### src/rtl/booth_seq_ctrl.sv
// Start/iteration sequencer for the SIMD radix-2 Booth multiplier accumulator.
// Optional feature: define BOOTH_ABORT_EN to add the abort input.
module booth_seq_ctrl #(
    parameter int CNT_W = 5,
    parameter int N16   = 16,
    parameter int N8    = 8,
    parameter int N4    = 4
) (
    input  logic             clk,
    input  logic             rst,
    input  logic             start,
    input  logic [1:0]       mode_in,
`ifdef BOOTH_ABORT_EN
    input  logic             abort,
`endif
    output logic [1:0]       mode,
    output logic             clr,
    output logic             ld,
    output logic [CNT_W-1:0] iter_cnt,
    output logic             busy,
    output logic             done,
    output logic             err
);

    typedef enum logic [1:0] {
        S_IDLE,
        S_INIT,
        S_ITER,
        S_DONE
    } state_e;

    state_e           state_q, state_d;
    logic [1:0]       mode_q, mode_d;
    logic [CNT_W-1:0] cnt_q, cnt_d;
    logic [CNT_W-1:0] cnt_last;
    logic             err_q, err_d;
    logic             abort_w;

`ifdef BOOTH_ABORT_EN
    assign abort_w = abort;
`else
    assign abort_w = 1'b0;
`endif

    // Count value seen on the final ld cycle of the latched lane mode.
    always_comb begin
        case (mode_q)
            2'b00:   cnt_last = CNT_W'(N16 - 1);
            2'b01:   cnt_last = CNT_W'(N8 - 1);
            default: cnt_last = CNT_W'(N4 - 1);
        endcase
    end

    // NOTE: every variable gets a default before the case so no path can infer a latch.
    always_comb begin
        state_d = state_q;
        mode_d  = mode_q;
        cnt_d   = cnt_q;
        err_d   = 1'b0;
        case (state_q)
            S_IDLE: begin
                if (start) begin
                    if (mode_in == 2'b11) begin
                        err_d = 1'b1;
                    end else begin
                        state_d = S_INIT;
                        mode_d  = mode_in;
                        cnt_d   = '0;
                    end
                end
            end
            S_INIT: begin
                state_d = abort_w ? S_IDLE : S_ITER;
            end
            S_ITER: begin
                // Abort wins over completion; the count freezes at its last value.
                if (abort_w) begin
                    state_d = S_IDLE;
                end else begin
                    cnt_d = cnt_q + CNT_W'(1);
                    if (cnt_q == cnt_last) begin
                        state_d = S_DONE;
                    end
                end
            end
            S_DONE: begin
                state_d = S_IDLE;
            end
            default: begin
                state_d = S_IDLE;
            end
        endcase
    end

    // NOTE: state registers use non-blocking assignments so all of them update together at the edge.
    always_ff @(posedge clk) begin
        if (rst) begin
            state_q <= S_IDLE;
            mode_q  <= 2'b00;
            cnt_q   <= '0;
            err_q   <= 1'b0;
        end else begin
            state_q <= state_d;
            mode_q  <= mode_d;
            cnt_q   <= cnt_d;
            err_q   <= err_d;
        end
    end

    assign mode     = mode_q;
    assign iter_cnt = cnt_q;
    assign clr      = (state_q == S_INIT);
    assign ld       = (state_q == S_ITER);
    assign busy     = (state_q != S_IDLE);
    assign done     = (state_q == S_DONE);
    assign err      = err_q;

endmodule
### config.mk
export PLATFORM = sky130hd
export DESIGN_NAME = booth_seq_ctrl
export DESIGN_NICKNAME = d
export VERILOG_FILES = /design/src/rtl/booth_seq_ctrl.sv
export SDC_FILE = /design/constraint.sdc
export NUM_CORES = 1
export LEC_CHECK = 0
export ABC_AREA = 1
export ABC_CLOCK_PERIOD_IN_PS = 3000
export CORE_AREA = 2 2 39 41
export CTS_CLUSTER_SIZE = 40
export DETAILED_ROUTE_END_ITERATION = 7
export DIE_AREA = 0 0 41 43
export PLACE_DENSITY = 0.73
export SLEW_MARGIN = 5
export SYNTH_ARGS = -nofsm -noshare
export SYNTH_HDL_FRONTEND = slang
export SYNTH_SLANG_ARGS = --single-unit
### constraint.sdc
create_clock -name clk -period 3 [get_ports clk]
set_input_delay 0.45 -clock clk [delete_from_list [all_inputs] [get_ports clk]]
set_output_delay 0.45 -clock clk [all_outputs]
set_load 0.02 [all_outputs]
==> results.yml, run 1 <==
pwr:
  finalPower_mw: 0.654
  peakVddDrop_uv: 491
  cellPowerDensity_mw_per_mm2: 846
  clkPwrFrac_pct: 19.3
  switching_power_mw: 0.281
  internal-power_mw: 0.373
  p_sw_share_pct: 43.0
  combinationalPowerShare_pct: 52.6
  leakage_nw: 0.365
  seq_power_share_pct: 28.0
clock_network:
  cts_tree: "yes"
  cts_sinks: 10
  clock_latency_ns: 0.27
  cts_buffers: 3
  ctsResizeCount: 0
  clk_pin_slew_worst_paths_ns: 0.08
  root_buffer: "clkbuf_4"
  htree_levels: 1
  cts_buffer_depth: 2
  postCtsHoldBufs: 0
  post_cts_buffers: 0
global_routing:
  grt_pass1_vias: 488
  grt_max_degree: 8
  globalRouteMet1Util_pct: 21.7
  grt_util_met3_pct: 6.28
  grt.busiest_layer: "met2"
  grtUsageTotal_pct: 17.7
  use_met2_pct: 25.6
  grt_pass1_wl_mm: 2.07
  grt_antenna_before_repair: 0
  overflow: 0
routing:
  post-route-drc-count: 0
  wl_mm: 1.27
  drtAntennaViolNets: 0
  drt_iter0_markers: 14
  wl_per_cell_um: 11.3
  vias: 567
  dr.pass1.iters: 5
  vias_per_cell: 5.02
synthesis:
  yosys.area_share.adder_pct: 13.5
  synth-xor-area-share_pct: 1.57
  synth-compound-area-share_pct: 14.2
  ys_types: 18
  synth_top_family_by_area: "simple AND/OR/NAND/NOR gates"
  synth_cells: 77
  ys_seq_area_share_pct: 36.0
  synth-simple-area-share_pct: 24.7
  syn_nets: 88
  synth_warnings: 0
  postSynthAreaPerCell_um2: 7.23
  synth_mux_area_share_pct: 0
  synth_area_um2: 557
  ys_seq_elements: 10
run:
  cap_violations: 0
timing:
  rsz0062_at_grt: "false"
  setup_viol: 0
  slew_viol_final: 0
  layout_min_cycle_time_ns: 2.13
  hold_viol: 0
  skew_ns: 0.00336
  fin_tns_setup_ns: 0
  tightest_slew_ns: 0.260
  timing.fmax_ghz: 0.469
  post-route-period-util_pct: 71.1
  relSlewSlack_pct: 82.7
  holdWs_ns: 0.492
worst_setup_path:
  crit_arrival_ns: 1.68
  end_kind: "output port"
  crit_type: "flop to output port"
  crit_required_ns: 2.55
  cp_max_fo: 5
  startpoint_type: "flop"
place:
  hpwl_um: 944
  place_congestion: 0.699
  io_buffers: 16
layout:
  drive_above_1_share_pct: 8.25
  syn_to_final_growth_pct: 38.9
  diodes: 0
  final_common_cell: "nand2_1"
  fin_nets: 109
  post-route-util_pct: 55.9
  final_cell_mix: "17 x nand2_1, 16 x clkdlybuf4s50_1, 14 x inv_1"
floorplan:
  initial_core_util_pct: 40.2
  ios: 17
  die_area_mm2: 0.00176
  die_h_um: 43
  rows: 14
  core-area_mm2: 0.00138
  die-width_um: 41
worst_hold_path:
  hold_path_class: "flop to flop"
outcome:
  status: "finished clean"
synthesized netlist by cell type, drive strengths merged:
cell type | instances | area share [%]
nand2 | 17 | 11
inv | 15 | 10
dfxtp | 10 | 36
a21oi | 6 | 5.4
ha | 6 | 13
nand3 | 6 | 6.3
o21ai | 6 | 6.1
nor2 | 4 | 2.7
and3 | 2 | 2.5
nor3 | 2 | 1.8
a211oi | 1 | 1.3
o21bai | 1 | 1.3
xor2 | 1 | 1.6
power groups by stage:
| stage | logic [mW] | clock network [mW] | registers [mW] |
|---|---|---|---|
| 2_1_floorplan | 0.210 | 0 | 0.196 |
| 3_3_place_gp | 0.334 | 0 | 0.184 |
| 3_5_place_dp | 0.337 | 0 | 0.186 |
| 4_1_cts | 0.344 | 0.129 | 0.183 |
| 5_1_grt | 0.377 | 0.139 | 0.187 |
| 6_report | 0.344 | 0.127 | 0.183 |
worst paths after layout:
check	from	endpoint	slack, ns	cells past startpoint
setup / recovery	state_q[1]	busy	0.87	4
hold / removal	mode[0]	mode[0]	0.49	2
setup reg to reg	state_q[0]	iter_cnt[4]	1.48	7
hold reg to reg	mode[0]	mode[0]	0.49	2
critical path, cell delays in order, from the launching register on:
cell and delay (ns):
dfxtp_1 0.39, inv_1 0.10, ha_1 0.26, inv_1 0.08, clkdlybuf4s50_1 0.59
through the flow:
| stage | area [um2] | instances | setup WS (ns) |
|---|---|---|---|
| final | 773 | 113 | 0.866 |
| after global routing | 773 | 113 | 0.789 |
| after CTS | 773 | 113 | 0.855 |
| after detailed placement | 737 | 109 | 1.16 |
| after global placement | 737 | 109 | 1.20 |
| after floorplan | 557 | 77 | 1.56 |
final cells by class:
class / count / area (um2)
Clock buffer: 4 / 36.3
Tap cell: 16 / 20.0
Sequential cell: 10 / 200
Timing Repair Buffer: 16 / 160
Multi-Input combinational cell: 52 / 300
Fill cell: 139 / 611
Inverter: 15 / 56.3
layer usage:
layer  routed length (um)  part of all wire (%)  vias to the layer above
met5                    0                     0                        -
met4                   20                   1.6                        0
met3                   68                   5.3                        4
met2                  644                    51                       19
met1                  540                    42                      258
li1                     -                     -                      286
kinds of logic after synthesis:
kind of cell	count (synthesis)
xor gates and xnor gates	1
and+or+nand+nor	31
DFF	10
AOI/OAI and AO/OA	14
buffers and inverters	15
adders and majority gates	6
flip-flops by register name, summed over array words and instances, names as in the netlist:
signal    count
iter_cnt      5
mode          2
state_q       2
err           1
Note: power is estimated with default switching activity, not from simulation.
==> run 2: changes to the inputs <==
Settings changed: ABC_CLOCK_PERIOD_IN_PS 3000 to 2200.
Clock period 3 ns to 2.2 ns, I/O delays scaled along.
==> run 2 against run 1 <==
Against the previous run:
- clock power rose by 31%
- sequential power rose by 37%
- cell area is the same
- clock-buffer cell count unchanged
- worst hold slack got worse by 0.0026 ns
- non-clock buffer count is the same
- critical endpoint unchanged
- largest cell class unchanged
==> results.yml, run 2 (same netlist as run 1, synthesis figures left out) <==
worst_setup_path:
  cp_max_fo: 5
  r2r-start: "state_q[0]"
  crit_type: "flop to output port"
  crit_required_ns: 1.87
  crit_start: "state_q[1]"
  crit_path_end: "busy"
  end_kind: "output port"
  crit_arrival_ns: 1.67
  rr_worst_depth: 7
  reg2reg_to: "iter_cnt[3]"
  startpoint_type: "flop"
  rrSetupSlack_ns: 0.70
layout:
  largest_reg_flops: 5
  drive_above_1_share_pct: 8.25
  final_cell_mix: "17 x nand2_1, 16 x clkdlybuf4s50_1, 14 x inv_1"
  final_common_cell: "nand2_1"
  fin_nets: 109
  diodes: 0
  fillers: 129
  finalInstanceArea_um2: 773
  syn_to_final_growth_pct: 38.9
  layoutNonFillerInstCount: 113
worst_hold_path:
  hold_path_class: "flop to flop"
floorplan:
  initial_core_util_pct: 40.2
  core-area_mm2: 0.00138
  rows: 14
  die_h_um: 43
  die-width_um: 41
  ios: 17
  die_area_mm2: 0.00176
global_routing:
  grt_antenna_before_repair: 0
  grt_max_degree: 8
  grt_pass1_vias: 495
  grtUsageTotal_pct: 16.1
  grt_pass1_wl_mm: 1.97
  overflow: 0
clock_network:
  cts_tree: "yes"
  htree_levels: 1
  clk_pin_slew_worst_paths_ns: 0.07
  cts_buffer_depth: 2
  ctsResizeCount: 0
  clock_latency_ns: 0.26
  root_buffer: "clkbuf_4"
  cts_buffers: 3
  cts_sinks: 10
  post_cts_buffers: 0
  postCtsHoldBufs: 0
timing:
  hold_viol: 0
  rsz0062_at_grt: "false"
  tightest_slew_ns: 0.256
  relSlewSlack_pct: 83.0
  layout_min_cycle_time_ns: 2.00
  fin_tns_setup_ns: 0
  setup_viol: 0
  slew_viol_final: 0
  timing.fmax_ghz: 0.501
  setup_ws_ns: 0.203
  post-route-period-util_pct: 90.8
  skew_ns: 0.00121
routing:
  wl_per_cell_um: 10.3
  post-route-drc-count: 0
  vias: 534
  dr.pass1.iters: 4
  drt_iter0_markers: 8
  vias_per_cell: 4.73
  wl_mm: 1.17
  drtAntennaViolNets: 0
pwr:
  finalPower_mw: 0.881
  cellPowerDensity_mw_per_mm2: 1140
  peakVddDrop_uv: 684
  leakage_nw: 0.365
place:
  dpl-instance-area_um2: 737
  place_congestion: 0.699
  placedCellCount: 109
  place_ws_ns: 0.483
  io_buffers: 16
  hpwl_um: 943
run:
  cap_violations: 0
outcome:
  status: "finished clean"
-- run 2: cell counts in the layout (fill, tap and decap cells not counted) --
Identical to the previous run, type by type.
-- run 2: worst max-delay path, stage by stage (launching register included) --
cell and delay, ns:
dfxtp_1 0.39, inv_1 0.10, ha_1 0.25, inv_1 0.07
clkdlybuf4s50_1 0.59
-- run 2: where the power goes --
group          switching [mW]  leakage [nW]  internal, mW
clock network          0.0659        0.0210         0.100
logic                   0.274         0.263         0.191
registers              0.0329        0.0816         0.217
total                   0.372         0.365         0.508
-- run 2: final cells by class --
type	instances	area [um2]	area share [%]
Multi-Input combinational cell	52	300	38.8
Sequential cell	10	200	25.9
Timing Repair Buffer	16	160	20.7
Inverter	15	56.3	7.28
Clock buffer	4	36.3	4.69
Tap cell	16	20.0	2.59
-- run 2: through the flow --
step | hold WS (ns) | util, %
after floorplan | 0.399 | -
after global placement | 0.465 | 53.3
after detailed placement | 0.482 | 53.3
after CTS | 0.493 | 55.9
after global routing | 0.535 | 55.9
final | 0.489 | 55.9
-- run 2: layer usage --
layer	wire length, um	vias up	share of wire [%]	track usage [%]
met5	0	-	0	0
met2	552	16	47	24.1
li1	-	287	-	-
met4	10	0	0.86	4.00
met1	541	229	46	22.0
met3	64	2	5.5	4.71
-- run 2: worst min path at each step --
stage | end | cells after the start | start | slack, ns
finish | mode[0] | 2 | mode[0] | 0.49
CTS | mode[0] | 2 | mode[0] | 0.49
floorplan | iter_cnt[1] | 1 | rst | 0.40
detailed placement | mode[0] | 2 | mode[0] | 0.48
global route | iter_cnt[1] | 2 | iter_cnt[1] | 0.53
global placement | mode[0] | 2 | mode[0] | 0.47
==> variant 1 (flow settings as in run 2) <==
Register the inputs `start` and `mode_in` before use. The logic sees them one clock later.
--- a/src/rtl/booth_seq_ctrl.sv
+++ b/src/rtl/booth_seq_ctrl.sv
@@ -30,4 +30,12 @@
     } state_e;
 
+    logic start_q;
+    logic [1:0] mode_r;
+
+    always_ff @(posedge clk) begin
+        start_q <= start;
+        mode_r  <= mode_in;
+    end
+
     state_e           state_q, state_d;
     logic [1:0]       mode_q, mode_d;
@@ -60,10 +68,10 @@
         case (state_q)
             S_IDLE: begin
-                if (start) begin
-                    if (mode_in == 2'b11) begin
+                if (start_q) begin
+                    if (mode_r == 2'b11) begin
                         err_d = 1'b1;
                     end else begin
                         state_d = S_INIT;
-                        mode_d  = mode_in;
+                        mode_d  = mode_r;
                         cnt_d   = '0;
                     end
Formal check against the unedited RTL: not equivalent (a bounded check fails within 4 cycles, from zero or initial values and one cycle with rst high).
==> variant 1 against run 2 <==
Synthesized area up 15%. Power down 9.6%. Largest cell class unchanged. Highest routed layer unchanged. Design area up 9.7%. Critical path type unchanged. Worst setup slack worse by 0.043 ns. Sequential power up 18%. Sequential cell count up 3. Sequential share of layout area up 4.8 points. Routed wire length down 0.86%.
==> variant 1: results (changes against run 2) <==
\begin{tabular}{lr}
\hline
Metric & Value \\
\hline
\multicolumn{2}{l}{\textbf{Run status}} \\
\quad Status & finished, final reports clean \\
\multicolumn{2}{l}{\textbf{Global route}} \\
\quad Met1 demand-to-capacity share in global routing & 19.7\% (-2.4 points) \\
\quad Met3 Usage GRT & 3.14\% (-1.6 points) \\
\quad Vias in the first global route & 506 (+2.2\%) \\
\quad Total global-route track usage & 16.8\% (+0.69 points) \\
\quad Wire length of the first global-routing pass & 1.93 mm (-1.7\%) \\
\quad Met2 routing resource usage after global routing & 24.7\% (+0.63 points) \\
\multicolumn{2}{l}{\textbf{Placed design}} \\
\quad Gpl congestion & 0.800 (+15\%) \\
\quad Placed inst area & 822 um2 (+12\%) \\
\quad Post-detail-place hpwl & 920 um (-2.5\%) \\
\multicolumn{2}{l}{\textbf{Logic synthesis}} \\
\quad Synth cell types & 13 (-5) \\
\quad Net count of the mapped netlist & 98 (+11\%) \\
\quad Number of standard cells after synthesis & 87 (+13\%) \\
\quad Proportion of synthesized chip area in sequential cells & 40.5\% (+4.6 points) \\
\quad Top cells by count, synth & sky130\_fd\_sc\_hd\_\_nand2\_1, sky130\_fd\_sc\_hd\_\_inv\_1, sky130\_fd\_sc\_hd\_\_dfxtp\_1 \\
\multicolumn{2}{l}{\textbf{Pwr}} \\
\quad Total leakage power & 0.391 nW (+7.1\%) \\
\quad Peak ir drop on the vdd network & 0.000483 V (-29\%) \\
\multicolumn{2}{l}{\textbf{Worst setup path}} \\
\quad R2r endpoint & iter\_cnt[3]\$\_SDFFE\_PP0P\_ \\
\quad Arrival time at the worst endpoint & 1.71 ns (+0.04 ns) \\
\quad Max FO, Critical Path & 5 (unchanged) \\
\multicolumn{2}{l}{\textbf{Final layout}} \\
\quad \# nets final & 119 (+9.2\%) \\
\quad Number of inserted filler cells in the final layout & 125 (-3.1\%) \\
\quad Proportion of layout cells with a drive suffix above 1 & 6.54\% (-1.7 points) \\
\multicolumn{2}{l}{\textbf{Clocking}} \\
\quad Total of cells resized after clock tree synthesis & 0 (unchanged) \\
\quad Clock latency on the worst-skew pair & 0.28 ns (+0.02 ns) \\
\multicolumn{2}{l}{\textbf{Worst hold path}} \\
\quad Min-Delay Path Class & primary input to flop \\
\quad Endpoint of the worst hold-timing path & mode\_r[0]\$\_DFF\_P\_ \\
\quad Worst hold start & mode\_in[0] \\
\multicolumn{2}{l}{\textbf{Routing}} \\
\quad Detailed router's first-iteration violation count & 3 (-5) \\
\quad Total length of routed wires & 1.16 mm (-0.86\%) \\
\quad Length of the first detailed-routing pass in iterations & 4 (unchanged) \\
\quad Final routed wire length divided by cell count & 9.42 um (-8.9\%) \\
\quad Via count of the routed design & 569 (+6.6\%) \\
\multicolumn{2}{l}{\textbf{STA}} \\
\quad Slew at the pin with the worst max-slew slack & 0.295 ns (+0.0398 ns) \\
\quad Clock Skew & 0.00279 ns (+0.00158 ns) \\
\hline
\end{tabular}
## variant 1: worst max-delay path by stage
stage,endpoint,start,slack [ns],depth (start not counted)
after floorplan,iter_cnt[3]$_SDFFE_PP0P_,state_q[0]$_SDFFE_PP0P_,0.72,7
after global placement,busy,state_q[0]$_SDFFE_PP0P_,0.51,4
after detailed placement,busy,state_q[0]$_SDFFE_PP0P_,0.47,4
after CTS,busy,state_q[0]$_SDFFE_PP0P_,0.15,4
after global routing,busy,state_q[0]$_SDFFE_PP0P_,0.08,4
final,busy,state_q[0]$_SDFFE_PP0P_,0.16,4
## variant 1: metal layers
| metal | wire, um | part of all wire (%) | up-vias |
|---|---|---|---|
| met4 | 36 | 3.1 | 0 |
| li1 | - | - | 310 |
| met2 | 539 | 47 | 12 |
| met1 | 533 | 46 | 242 |
| met5 | 0 | 0 | - |
| met3 | 49 | 4.2 | 5 |
## variant 1: area by class of cell
type,count,area [um2],share of cell area (%)
Clock buffer,4,26.3,3.10
Inverter,18,67.6,7.96
Multi-Input combinational cell,56,314,37.0
Sequential cell,13,260,30.7
Tap cell,16,20.0,2.36
Timing Repair Buffer,16,160,18.9
## variant 1: report_power, final
group	internal (mW)	switching, mW
clock	0.0703	0.0781
combinational	0.146	0.207
sequential	0.267	0.0279
## variant 1: kinds of logic after synthesis
logic type | synth area share, %
flops | 40.5
fa+ha+maj | 11.7
buf+inv | 10.5
simple gates | 26.1
compound gates | 11.1
## variant 1: metrics by stage
| stage | utilization, % | hold WS [ns] | setup WS, ns |
|---|---|---|---|
| after floorplan | - | 0.358 | 0.720 |
| after global placement | 59.4 | 0.493 | 0.506 |
| after detailed placement | 59.4 | 0.485 | 0.469 |
| after CTS | 61.3 | 0.490 | 0.152 |
| after global routing | 61.3 | 0.497 | 0.0780 |
| final | 61.3 | 0.491 | 0.159 |
==> variant 2 (settings of run 2) <==
Without the edit above. Build with the macro `BOOTH_ABORT_EN` defined.
--- a/src/rtl/booth_seq_ctrl.sv
+++ b/src/rtl/booth_seq_ctrl.sv
@@ -1,4 +1,6 @@
 // Start/iteration sequencer for the SIMD radix-2 Booth multiplier accumulator.
 // Optional feature: define BOOTH_ABORT_EN to add the abort input.
+`define BOOTH_ABORT_EN
+
 module booth_seq_ctrl #(
     parameter int CNT_W = 5,
Interface: changed (added abort); port bits go from 17 to 18. No check against the original RTL was run, so the function may have changed too.
==> variant 2 against run 2 <==
Final cell count decreased by 1.8%. Synthesized area is 2.2% lower. Die area is the same. Sequential cell count unchanged. Worst setup slack improved by 0.15 ns. Routed wire length increased by 1.7%. Register-to-register slack better by 0.36 ns. Design area shrank 0.97%.
Power is not compared: it rests on default switching activity, and its combinational part moved more than twofold at a synthesized area within 25%.
==> variant 2: results (changes against run 2) <==
\begin{tabular}{lr}
\hline
Metric & Value \\
\hline
\multicolumn{2}{l}{\textbf{Logic synthesis}} \\
\quad Top cells by count, synth & sky130\_fd\_sc\_hd\_\_nand2\_1, sky130\_fd\_sc\_hd\_\_inv\_1, sky130\_fd\_sc\_hd\_\_dfxtp\_1, sky130\_fd\_sc\_hd\_\_nor2\_1 \\
\quad Proportion of synthesized chip area in sequential cells & 36.8\% (+0.83 points) \\
\quad Synth cell types & 20 (+2) \\
\quad Net count of the mapped netlist & 82 (-6.8\%) \\
\multicolumn{2}{l}{\textbf{STA}} \\
\quad Final hold slack & 0.475 ns (-0.0140 ns) \\
\quad Clock Skew & 0.00136 ns (+0.000157 ns) \\
\quad Clock period minus final worst setup slack & 1.85 ns (-0.149 ns) \\
\quad Slew at the pin with the worst max-slew slack & 0.272 ns (+0.0163 ns) \\
\multicolumn{2}{l}{\textbf{Global route}} \\
\quad Total global-route track usage & 16.5\% (+0.44 points) \\
\quad Wire length of the first global-routing pass & 1.94 mm (-1.4\%) \\
\quad Antenna violations before repair & 0 (unchanged) \\
\quad Vias in the first global route & 476 (-3.8\%) \\
\multicolumn{2}{l}{\textbf{Placed design}} \\
\quad Post-detail-place hpwl & 916 um (-2.8\%) \\
\quad Placed inst area & 729 um2 (-1.0\%) \\
\quad Place WS & 0.650 ns (+0.167 ns) \\
\quad \# port buffers & 17 (+1) \\
\quad Gpl congestion & 0.761 (+8.9\%) \\
\multicolumn{2}{l}{\textbf{Worst setup path}} \\
\quad R2r endpoint & iter\_cnt[4]\$\_SDFFE\_PP0P\_ \\
\quad Startpoint of the most critical register-to-register path & iter\_cnt[1]\$\_SDFFE\_PP0P\_ \\
\quad Arrival time at the worst endpoint & 1.52 ns (-0.15 ns) \\
\quad Minimum setup slack among reg-to-reg paths & 1.06 ns (+0.36 ns) \\
\multicolumn{2}{l}{\textbf{Pwr}} \\
\quad Peak ir drop on the vdd network & 0.000396 V \\
\multicolumn{2}{l}{\textbf{Routing}} \\
\quad Total length of routed wires & 1.19 mm (+1.7\%) \\
\quad Via count of the routed design & 538 (+0.75\%) \\
\multicolumn{2}{l}{\textbf{Final layout}} \\
\quad Diodes inserted & 0 (unchanged) \\
\quad Proportion of layout cells with a drive suffix above 1 & 12.6\% (+4.4 points) \\
\multicolumn{2}{l}{\textbf{Run status}} \\
\quad Status & finished, final reports clean \\
\multicolumn{2}{l}{\textbf{Worst hold path}} \\
\quad Hold depth & 2 (unchanged) \\
\hline
\end{tabular}
## variant 2: routing by layer
| layer | part of all wire, % | vias to the layer above | GRT usage [%] |
|---|---|---|---|
| met5 | 0 | - | 0 |
| met4 | 0.76 | 0 | 4.00 |
| met3 | 7.2 | 2 | 9.42 |
| met2 | 48 | 19 | 24.4 |
| met1 | 44 | 239 | 20.1 |
| li1 | - | 278 | - |
## variant 2: cell families (layout without fill, tap and decap cells)
group	Yosys count	after routing	share of synthesized area, %
AOI/OAI and AO/OA	10	10	9.66
xor gates and xnor gates	3	3	4.83
DFF	10	10	36.8
and+or+nand+nor	38	38	36.8
adders and majority gates	1	1	2.30
buffers and inverters	13	33	9.66
## variant 2: area by class of cell
| type | instances | area (um2) |
|---|---|---|
| Sequential cell | 10 | 200 |
| Tap cell | 16 | 20.0 |
| Multi-Input combinational cell | 52 | 292 |
| Fill cell | 136 | 618 |
| Inverter | 12 | 47.5 |
| Timing Repair Buffer | 17 | 170 |
| Clock buffer | 4 | 36.3 |
## variant 2: worst max path at each step
stage / from / to / cells after the start
after CTS: state_q[1]$_SDFFE_PP0P_ / ld / 3
final: state_q[1]$_SDFFE_PP0P_ / ld / 3
after global routing: state_q[1]$_SDFFE_PP0P_ / ld / 3
after floorplan: iter_cnt[1]$_SDFFE_PP0P_ / iter_cnt[4]$_SDFFE_PP0P_ / 7
after detailed placement: state_q[1]$_SDFFE_PP0P_ / ld / 3
after global placement: mode_in[1] / iter_cnt[4]$_SDFFE_PP0P_ / 8
## variant 2: critical path, stage by stage, from the launching register on
cell	delay (ns)
sky130_fd_sc_hd__dfxtp_1	0.46
sky130_fd_sc_hd__nand2_2	0.11
sky130_fd_sc_hd__inv_4	0.08
sky130_fd_sc_hd__clkdlybuf4s50_1	0.60
## variant 2: stage by stage
step | std cells | power, mW
6_report | 111 | 0.463
5_1_grt | 111 | 0.488
4_1_cts | 111 | 0.467
3_3_place_gp | 107 | 0.298
2_1_floorplan | 75 | 0.258
3_5_place_dp | 107 | 0.300
## variant 2: where the power goes
| part | internal (mW) | total [mW] | switching, mW | leakage [nW] |
|---|---|---|---|---|
| Sequential | 0.189 | 0.197 | 0.00847 | 0.0813 |
| Combinational | 0.0427 | 0.0984 | 0.0557 | 0.235 |
| Clock | 0.101 | 0.167 | 0.0668 | 0.0210 |
| Total | 0.332 | 0.463 | 0.131 | 0.337 |
